### config.mk
export PLATFORM = sky130hd
export DESIGN_NAME = brent_kung_pipe_adder
export DESIGN_NICKNAME = d
export VERILOG_FILES = /design/src/rtl/brent_kung_pipe_adder.sv
export SDC_FILE = /design/constraint.sdc
export NUM_CORES = 1
export LEC_CHECK = 0
export CAP_MARGIN = 5
export CORE_MARGIN = 3
export CORE_UTILIZATION = 29
export DETAILED_ROUTE_END_ITERATION = 8
export DONT_BUFFER_PORTS = 1
export HOLD_SLACK_MARGIN = 0.15
export MAX_ROUTING_LAYER = met4
export PLACE_DENSITY = 0.43
export SLEW_MARGIN = 5
export SYNTH_ARGS = -nofsm -noshare
export SYNTH_HDL_FRONTEND = slang
export SYNTH_SLANG_ARGS = --single-unit
### constraint.sdc
create_clock -name clk -period 19 [get_ports clk]
set_input_delay 5.7 -clock clk [delete_from_list [all_inputs] [get_ports clk]]
set_output_delay 5.7 -clock clk [all_outputs]
set_load 0.05 [all_outputs]
### src/rtl/brent_kung_pipe_adder.sv
// brent_kung_pipe_adder
//   Pipelined Brent-Kung adder/subtractor with valid/ready handshaking on both
//   sides. The prefix tree is padded to the next power of two above `bits`.
//   PIPE register stages are spread evenly across the prefix levels, and the
//   last stage always drives the outputs directly from registers. Latency is
//   exactly PIPE cycles and the whole pipeline stalls together.
//
// Parameters
//   bits  operand width (>= 2)
//   PIPE  register stages / latency, 1 .. 2*clog2(bits)
//
// Ports
//   clk, rst             clock, asynchronous active-high reset
//   in_valid / in_ready  input handshake (in_ready = out_ready | ~out_valid)
//   A, B, Cin, sub       operands; sub=1 computes A - B and ignores Cin
//   out_valid/out_ready  output handshake
//   SUM, Cout            result and carry-out (not-borrow when subtracting)
//   ovf, zero, neg       signed overflow, SUM==0, SUM MSB
//
// Build option
//   BK_ADDER_FLAGS_EN    when defined, ovf/zero/neg are computed and registered;
//                        otherwise those ports are tied to 0.
module brent_kung_pipe_adder #(
    parameter int bits = 64,
    parameter int PIPE = 3
) (
    input  logic            clk,
    input  logic            rst,
    input  logic            in_valid,
    output logic            in_ready,
    input  logic [bits-1:0] A,
    input  logic [bits-1:0] B,
    input  logic            Cin,
    input  logic            sub,
    output logic            out_valid,
    input  logic            out_ready,
    output logic [bits-1:0] SUM,
    output logic            Cout,
    output logic            ovf,
    output logic            zero,
    output logic            neg
);

    localparam int LOG = $clog2(bits);
    localparam int N   = 1 << LOG;
    // Level 0 forms g/p, levels 1..LOG are the up-sweep, the rest the down-sweep.
    localparam int L   = 2 * LOG - 1;
    localparam int NL  = L + 1;

    // True when a pipeline register follows prefix level l. PIPE-1 registers
    // are spread over the NL level boundaries; the final register after the
    // sum logic is always present. Position 0 comes first, so when PIPE >= 2
    // the formed operands and g/p are captured right away.
    function automatic bit is_reg(input int l);
        bit r;
        r = 1'b0;
        for (int k = 0; k < PIPE - 1; k++) begin
            if ((k * NL) / (PIPE - 1) == l) r = 1'b1;
        end
        return r;
    endfunction

    // Distance to the partner bit that bit i combines with at level l (0 = none).
    function automatic int span(input int l, input int i);
        int d;
        int r;
        r = 0;
        d = 0;
        if (l >= 1 && l <= LOG) begin
            if (((i + 1) % (1 << l)) == 0) r = 1 << (l - 1);
        end else if (l > LOG) begin
            d = 2 * LOG - l;
            if (d >= 1 && i >= (1 << d) && ((i + 1) % (1 << d)) == (1 << (d - 1)))
                r = 1 << (d - 1);
        end
        return r;
    endfunction

    logic            adv;
    logic [PIPE-1:0] v_reg;

    assign out_valid = v_reg[PIPE-1];
    assign adv       = out_ready | ~out_valid;
    assign in_ready  = adv;

    genvar gl, gi;
    generate
        for (gl = 0; gl <= L; gl++) begin : lvl
            logic [N-1:0]    g_c, p_c, g_q, p_q;
            logic [bits-1:0] x_c, x_q;   // per-bit propagate, kept for the final XOR
            logic            ci_c, ci_q; // effective carry-in

            if (gl == 0) begin : form
                logic [bits-1:0] b_eff;
                assign b_eff = sub ? ~B : B;
                assign ci_c  = sub | Cin;
                assign x_c   = A ^ b_eff;
                for (gi = 0; gi < N; gi++) begin : bitg
                    if (gi == 0) begin : b0
                        // Folding the carry-in into bit 0 makes every group
                        // generate ending at bit 0 the true carry out of bit i.
                        assign g_c[gi] = (A[0] & b_eff[0]) | (x_c[0] & ci_c);
                        assign p_c[gi] = x_c[0];
                    end else if (gi < bits) begin : bn
                        assign g_c[gi] = A[gi] & b_eff[gi];
                        assign p_c[gi] = x_c[gi];
                    end else begin : pad
                        assign g_c[gi] = 1'b0;
                        assign p_c[gi] = 1'b0;
                    end
                end
            end else begin : pfx
                assign x_c  = lvl[gl-1].x_q;
                assign ci_c = lvl[gl-1].ci_q;
                for (gi = 0; gi < N; gi++) begin : bitp
                    localparam int D = span(gl, gi);
                    if (D > 0) begin : op
                        assign g_c[gi] = lvl[gl-1].g_q[gi] | (lvl[gl-1].p_q[gi] & lvl[gl-1].g_q[gi-D]);
                        // Group propagate is only needed while building the up-sweep.
                        if (gl <= LOG) begin : up
                            assign p_c[gi] = lvl[gl-1].p_q[gi] & lvl[gl-1].p_q[gi-D];
                        end else begin : dn
                            assign p_c[gi] = lvl[gl-1].p_q[gi];
                        end
                    end else begin : thru
                        assign g_c[gi] = lvl[gl-1].g_q[gi];
                        assign p_c[gi] = lvl[gl-1].p_q[gi];
                    end
                end
            end

            if (is_reg(gl)) begin : r
                always_ff @(posedge clk or posedge rst) begin
                    if (rst) begin
                        g_q  <= '0;
                        p_q  <= '0;
                        x_q  <= '0;
                        ci_q <= 1'b0;
                    end else if (adv) begin
                        g_q  <= g_c;
                        p_q  <= p_c;
                        x_q  <= x_c;
                        ci_q <= ci_c;
                    end
                end
            end else begin : w
                assign g_q  = g_c;
                assign p_q  = p_c;
                assign x_q  = x_c;
                assign ci_q = ci_c;
            end
        end

        if (PIPE == 1) begin : v1
            always_ff @(posedge clk or posedge rst) begin
                if (rst)      v_reg <= '0;
                else if (adv) v_reg <= in_valid;
            end
        end else begin : vn
            always_ff @(posedge clk or posedge rst) begin
                if (rst)      v_reg <= '0;
                else if (adv) v_reg <= {v_reg[PIPE-2:0], in_valid};
            end
        end
    endgenerate

    // Final sum: carry into bit i is the group generate of bits i-1..0.
    logic [N-1:0]    g_f;
    logic [bits-1:0] carry_vec, sum_c;
    logic            cout_c;

    assign g_f       = lvl[L].g_q;
    assign carry_vec = {g_f[bits-2:0], lvl[L].ci_q};
    assign sum_c     = lvl[L].x_q ^ carry_vec;
    assign cout_c    = g_f[bits-1];

    always_ff @(posedge clk or posedge rst) begin
        if (rst) begin
            SUM  <= '0;
            Cout <= 1'b0;
        end else if (adv) begin
            SUM  <= sum_c;
            Cout <= cout_c;
        end
    end

`ifdef BK_ADDER_FLAGS_EN
    always_ff @(posedge clk or posedge rst) begin
        if (rst) begin
            ovf  <= 1'b0;
            zero <= 1'b0;
            neg  <= 1'b0;
        end else if (adv) begin
            ovf  <= carry_vec[bits-1] ^ cout_c;
            zero <= ~|sum_c;
            neg  <= sum_c[bits-1];
        end
    end
`else
    assign ovf  = 1'b0;
    assign zero = 1'b0;
    assign neg  = 1'b0;
`endif

endmodule
# After elaboration in Yosys (flattened, before gate mapping)
# Index checks and enable logic that the tools add are counted.
# word_totals
in_bits	134
register_bits	389
elab_cells	385
out_inout_bits	70
# classes
n_bitwise	374
mux	1
# op_table
op	n
bitwise AND 1 bit	247
bitwise XOR 64 bit	2
bitwise OR 1 bit	123
2-to-1 mux 64 bit	1
inverter 64 bit	1
inverter 1 bit	1

# Logic depth before layout (Yosys ltp)
# depth
depth_word	12
mapped_depth	8
ltp_nobuf	8

# Least setup slack after synthesis
# OpenSTA, ideal clock, no wires.
# synth_path
path_kind	input -> output
start	input out_ready
end	output in_ready
stages	4
path_buffers	2
arrival_time_ns	6.411
t_required_ns	13.300
path_slack_ns	6.889
cell_sequence	nor2b_4 -> inv_2 -> clkbuf_1 -> buf_2
# synth_via
elab_chain_len	1
# synth_lines
item	line_no	source
start, declared	36	input logic out_ready,
bitwise OR 1 bit	83	assign adv = out_ready | ~out_valid;
end, declared	30	output logic in_ready,
# No other way between the ends.

# Worst setup path in the final report
# Same ends and word-level chain as after synthesis.

==> reports/summary.md <==
The post-route netlist has 5.64% of its cells at a drive strength greater than 1. The critical path required time is 13.30 ns, and the largest net degree at the start of global routing is 155. After clock tree synthesis, the repair step resized 0 gates. Setup total negative slack on the finished layout was measured at 0 ns.

Final hold violation count: 0. Via count of the first global-routing pass: 11300. The post-layout total power is 0.00293 W. Number of unique standard cell types used by synthesis: 37.

The hold buffer count at CTS was 0. For the post-layout worst setup margin, the log shows 6.84 ns. The tools report the first-pass iteration count of the detailed router as 7.

At the end of routability-driven placement, the weighted congestion stood at 0.740. Global routing used 13.7% of the available tracks across all layers. In the routed layout, each cell is associated on average with a via count of 4.44. TritonCTS built the clock tree. The worst pin sits at a relative slew slack of 36.5%.

The logs give 24400 um for the post-DP HPWL and 44 for the CTS buffer count. The tools report the minimum setup slack among reg-to-reg paths as 15.65 ns. Power spread over the standard cell area amounts to 162 mW/mm^2. In this run the critical register-to-register path is launched from v_reg[2]$_DFFE_PP0P_. The initial utilization of the core area, before any placement, comes to 29.5%. Averaged over all synthesized cells, the footprint is 9.03 um^2.

The total number of placement rows is 85. After layout, the worst path uses 64.0% of the clock period. For the number of failing setup endpoints in the final timing report, the log shows 0.

The chip width was 241 um. The number of cell instances on the worst register-to-register path was 5. The startpoint class of the critical path is a primary input. The synthesized design contains 352 register bits. STA puts the critical path data arrival time at 6.46 ns.

Wires add up to 37900 um. The floorplan step defined a die boundary enclosing 0.0580 mm^2. The largest registers in the layout are lvl.g_q (128), SUM (64), lvl.x_q (64).

The transition at the pin with the smallest max-transition slack came out at 0.953 ns. The endpoint class of the critical path is a primary output. Summed over all cells, the static leakage comes to 9.30 nW. lvl.g_q holds more flip-flops than any other register. The smallest clock period supported by the final layout is computed as 12.16 ns. Along the worst path, the maximum fanout reaches 52. The first global-routing pass estimated 61800 um of wire. The final routed wire length divided by cell count is 15.3 um, and the count of port buffers added during placement is 0. Setup repair after global routing left no endpoint under its margin. The type of the setup path with the least slack is in -> out. The Yosys step of the flow raised 0 warnings. The tools report the terminating pin of the worst hold path as lvl[6].g_q[34]$_DFFE_PP0P_. The detailed router finished its first iteration with 698 violations.

The number of non-filler instances in the completed layout was 2473; the number of violations of the max-capacitance limit was 0. Largest buffer count on any clock path: 3. The run finished with clean final reports. The run gives 1771 as the count of mapped cells out of synthesis. The tools report the final routed DRC violation total as 0. The endpoint identified for the worst register-to-register timing path is lvl[10].p_c[43]$_DFFE_PP0P_. For this block, the via count after detailed routing is 11000. For the total count of max-transition violations in the final report, the log shows 0.

The tools report the worst slack after detailed placement as 6.80 ns. The peak ir drop on the vdd network is 0.0789 mV. Post-CTS timing repair inserted 0 buffers for setup.

The vertical die dimension works out to 241 um. The run gives 3 as the number of antenna violations at the first check in global routing. The startpoint identified for the worst hold timing path is lvl[6].g_q[34]$_DFFE_PP0P_.

The library cell used most frequently in the layout, excluding fill and tap cells, is sky130_fd_sc_hd__nand2_1. The clock slew seen by the registers of the worst setup and hold paths was 0.06 ns; the maximum frequency from static timing analysis was 82.2 MHz. The worst clock skew on the final layout was 0.0204 ns. The register with the most flip-flops in the layout has 128 of them. The clock net sink count was 352; the instance count along the most critical hold path was 2.

The type of the most critical hold path was reg -> reg. The layout overhead on the synthesized area is 12.8%, and the post-layout net count is 1971. The CTS H-tree depth is 2, and the core occupancy in the finished layout is 33.3%. The run gives 55.1% as the sequential cell area fraction in the yosys report.

After detailed placement, the design holds a cell count of 2392. The cell sitting at the root of the clock tree is a sky130_fd_sc_hd__clkbuf_16. In this run the count of I/O pins placed on the die edge is 204. The region available for standard cell placement spans 0.0542 mm^2.

The total overflow left after global routing is 0. The post-synth design cell area was 0.0160 mm^2; the clock insertion delay at the later pin of the skew report was 0.57 ns. Leaving out fill and tap cells, the most frequent cells in the layout are sky130_fd_sc_hd__nand2_1 (837), sky130_fd_sc_hd__dfrtp_1 (352), sky130_fd_sc_hd__xor2_1 (95), sky130_fd_sc_hd__ha_1 (95), sky130_fd_sc_hd__nor2_1 (85). In this run the remaining antenna-violating nets after routing total 0.
==> worst max path at each step <==
stage | to | cells past startpoint | start | slack (ns)
2_1_floorplan | Cout$_DFFE_PP0P_ | 1 | rst | 3.54
3_3_place_gp | in_ready | 3 | out_ready | 6.80
3_5_place_dp | in_ready | 3 | out_ready | 6.80
4_1_cts | in_ready | 3 | out_ready | 6.80
5_1_grt | in_ready | 3 | out_ready | 6.72
6_report | in_ready | 3 | out_ready | 6.84
==> cells in the mapped netlist, drive strengths merged <==
master	count	area, um^2
a21oi	52	275
nand2b	2	12.5
nor2b	1	13.8
a211oi	3	27.5
a21o	26	195
nand4	11	75.1
o22ai	1	6.26
inv	13	48.8
xnor2	2	17.5
o21bai	6	45.0
a221oi	4	53.8
nand2	837	3140
conb	1	3.75
nand3	14	70.1
and4	2	17.5
dfrtp	352	8810
xor2	95	832
o31ai	3	22.5
clkbuf	36	135
buf	52	268
or2	1	6.26
nor4	2	25.0
and2b	1	7.51
ha	95	1190
a31oi	2	12.5
nor3	4	25.0
nor2	85	319
o21ai	68	344
==> metal layers <==
layer	part of all wire (%)	GRT usage [%]	vias up
met4	1.9	3.71	0
li1	-	-	5562
met1	48	18.4	5174
met5	0	-	-
met2	44	20.5	180
met3	5.8	3.57	58
==> critical path: stages <==
cell and delay, ns:
sky130_fd_sc_hd__nor2b_4 0.08, sky130_fd_sc_hd__buf_4 0.47, sky130_fd_sc_hd__inv_8 0.20
==> final cells by class <==
| class | instances | area, um^2 |
|---|---|---|
| Fill cell | 5743 | 36200 |
| Sequential cell | 352 | 8810 |
| Multi-Input combinational cell | 1320 | 6750 |
| Clock buffer | 61 | 1290 |
| Tap cell | 696 | 871 |
| Clock inverter | 17 | 174 |
| Timing Repair Buffer | 11 | 95.1 |
| Inverter | 13 | 63.8 |
| Antenna cell | 3 | 7.51 |
==> report_power, final <==
group / switching [W] / internal, W
combinational: 0.000391 / 0.000233
clock: 0.000330 / 0.000512
sequential: 0.000456 / 0.00100
total: 0.00118 / 0.00175
==> metrics by stage <==
stage / hold WS (ns) / cell area (um^2)
after floorplan: 0.430 / 16000
after global placement: 0.450 / 16600
after detailed placement: 0.456 / 16600
after CTS: 0.468 / 18000
after global routing: 0.487 / 18100
final: 0.463 / 18100
==> logic make-up after synthesis <==
kind of cell	synth area share (%)
AND/OR/NAND/NOR	23.2
flip-flops	55.1
AO/OA/AOI/OAI	6.14
buffers and inverters	2.82
XOR/XNOR	5.31
adder cells (fa/ha/maj)	7.43
other	0.0234
(Power assumes the default switching activity.)
==> patch: new RTL, config.mk and constraints unchanged <==
Build with the macro `BK_ADDER_FLAGS_EN` defined.
--- a/src/rtl/brent_kung_pipe_adder.sv
+++ b/src/rtl/brent_kung_pipe_adder.sv
@@ -22,2 +22,4 @@
 //                        otherwise those ports are tied to 0.
+`define BK_ADDER_FLAGS_EN
+
 module brent_kung_pipe_adder #(
Behaviour: not the same (a bounded check fails within 4 cycles, from zero or initial values and one cycle with rst high).
==> patch against the original RTL <==
- global-route usage is 1.5 points higher
- routed wire length rose by 14%
- design area grew 0.87%
- combinational power rose by 28%
- total power grew 5.6%
- area after synthesis up 1.0%
- sequential cell count rose by 2
- first-iteration DRC count fell by 17%
- count of clock-buffer cells in the layout up 7
- clock power is 3.3% lower
- critical path depth is the same
- largest power group unchanged
- setup slack worse by 0.15 ns
- clock skew fell by 0.013 ns
==> patch: results (changes against the original RTL) <==
Outcome
  • Status: finished, final reports clean

Cells and area
  • Share of layout cells above drive strength 1: 4.92% (-0.72 points)
  • # diodes: 0 (-3)
  • Final net count: 1986 (+0.76%)

Yosys
  • Synth Area in Adders: 7.36% (-0.074 points)
  • Synth top cells by count: 831 x nand2_1, 354 x dfrtp_1, 95 x ha_1, 94 x nor2_1, 86 x xor2_1
  • Top post-synthesis cells by area: dfrtp_1 55%, nand2_1 19%, ha_1 7.4%, xor2_1 4.7%, nor2_1 2.2%
  • Compound-Gate Fraction of Synth Area: 5.59% (-0.55 points)
  • Sequential fraction of the synthesis area: 54.8% (-0.24 points)
  • Xor/xnor share of the synthesized area: 5.31% (about the same)
  • Mux cell area share after synthesis: 0.767% (+0.77 points)

Timing
  • Slew margin rel.: 27.9% (-8.5 points)
  • Skew final: 0.00729 ns (-0.0131 ns)
  • Tmin final: 12.31 ns (+0.145 ns)

GRT
  • Grt met2 use: 23.2% (+2.7 points)
  • All-Layer GR Usage: 15.2% (+1.5 points)
  • Vias in the first global route: 11700 (+3.8%)
  • M3 GR Usage: 3.79% (+0.22 points)
  • First-pass GRT wire length: 68.6 mm (+11%)
  • Initial antenna violation count: 1 (-2)
  • Met1 usage: 20.3% (+1.8 points)
  • Largest net degree at the start of global routing: 201 (+30%)

Detailed routing
  • Initial DRC count: 576 (-17%)
  • Vias post-DR: 11300 (+3.0%)
  • Pre-antenna DRT Iters: 5 (-2)
  • Wire per inst: 17.0 um (+11%)

Clocking
  • Skew-Pair Late Insertion Delay: 0.55 ns (-0.02 ns)
  • Num CTS Buffers: 43 (-2.3%)

Placement
  • Final GP Congestion: 0.734 (-0.82%)
  • DP Area: 16800 um^2 (+1.3%)
  • DP HPWL: 29.3 mm (+20%)
  • Setup WS pre-CTS: 6.66 ns (-0.141 ns)

Hold path
  • Hold Crit Endpoint: lvl[0].g_q[1]
  • Worst min-delay path startpoint: lvl[0].g_q[1]

Worst setup path
  • FF-to-FF setup slack: 15.34 ns (-0.31 ns)
  • CP max stage delay: 0.49 ns (+0.02 ns)
  • Reg2reg end: lvl[10].p_c[21]
  • Worst EP arrival: 6.61 ns (+0.15 ns)

Power and ir drop
  • Internal power: 1.78 mW (+1.6%)
  • Leakage: 9.25 nW (-0.53%)
  • Worst IR drop on VDD: 88.0 uV (+12%)
patch: worst max-delay path, delay by kind of cell:
family	cells	cell delay, ns
and+or+nand+nor	1	0.08
buffers and inverters	2	0.79
patch: power by group through the flow:
stage	clock, mW	combinational, mW	sequential, mW
3_5_place_dp	0	0.827	1.50
6_report	0.814	0.798	1.48
5_1_grt	0.873	0.919	1.52
3_3_place_gp	0	0.817	1.49
2_1_floorplan	0	0.562	1.41
4_1_cts	0.843	0.831	1.48
patch: metal layers:
| layer | wire length [um] | part of all wire, % |
|---|---|---|
| met1 | 20200 | 47 |
| met5 | 0 | 0 |
| met3 | 2530 | 5.9 |
| met2 | 19600 | 45 |
| met4 | 738 | 1.7 |
patch: cell type report:
type	instances	area [um^2]
clock buffers	68	1300
inverters	11	56.3
clock inverters	10	100
fillers	5812	36200
well taps	739	925
flip-flops and latches	354	8860
multi-input cells	1340	6880
repair buffers	7	90.1
patch: per-stage QoR:
step,std cells,hold slack [ns]
6_report,2529,0.464
2_1_floorplan,1791,0.430
3_5_place_dp,2451,0.448
5_1_grt,2529,0.484
4_1_cts,2529,0.469
3_3_place_gp,2451,0.449
patch: cell families (layout without fill, tap and decap cells):
| family | after synthesis | in the layout |
|---|---|---|
| DFF | 354 | 354 |
| AOI/OAI and AO/OA | 157 | 157 |
| xor gates and xnor gates | 98 | 98 |
| buffers and inverters | 97 | 96 |
| adders and majority gates | 95 | 95 |
| and+or+nand+nor | 979 | 979 |
| muxes | 11 | 11 |
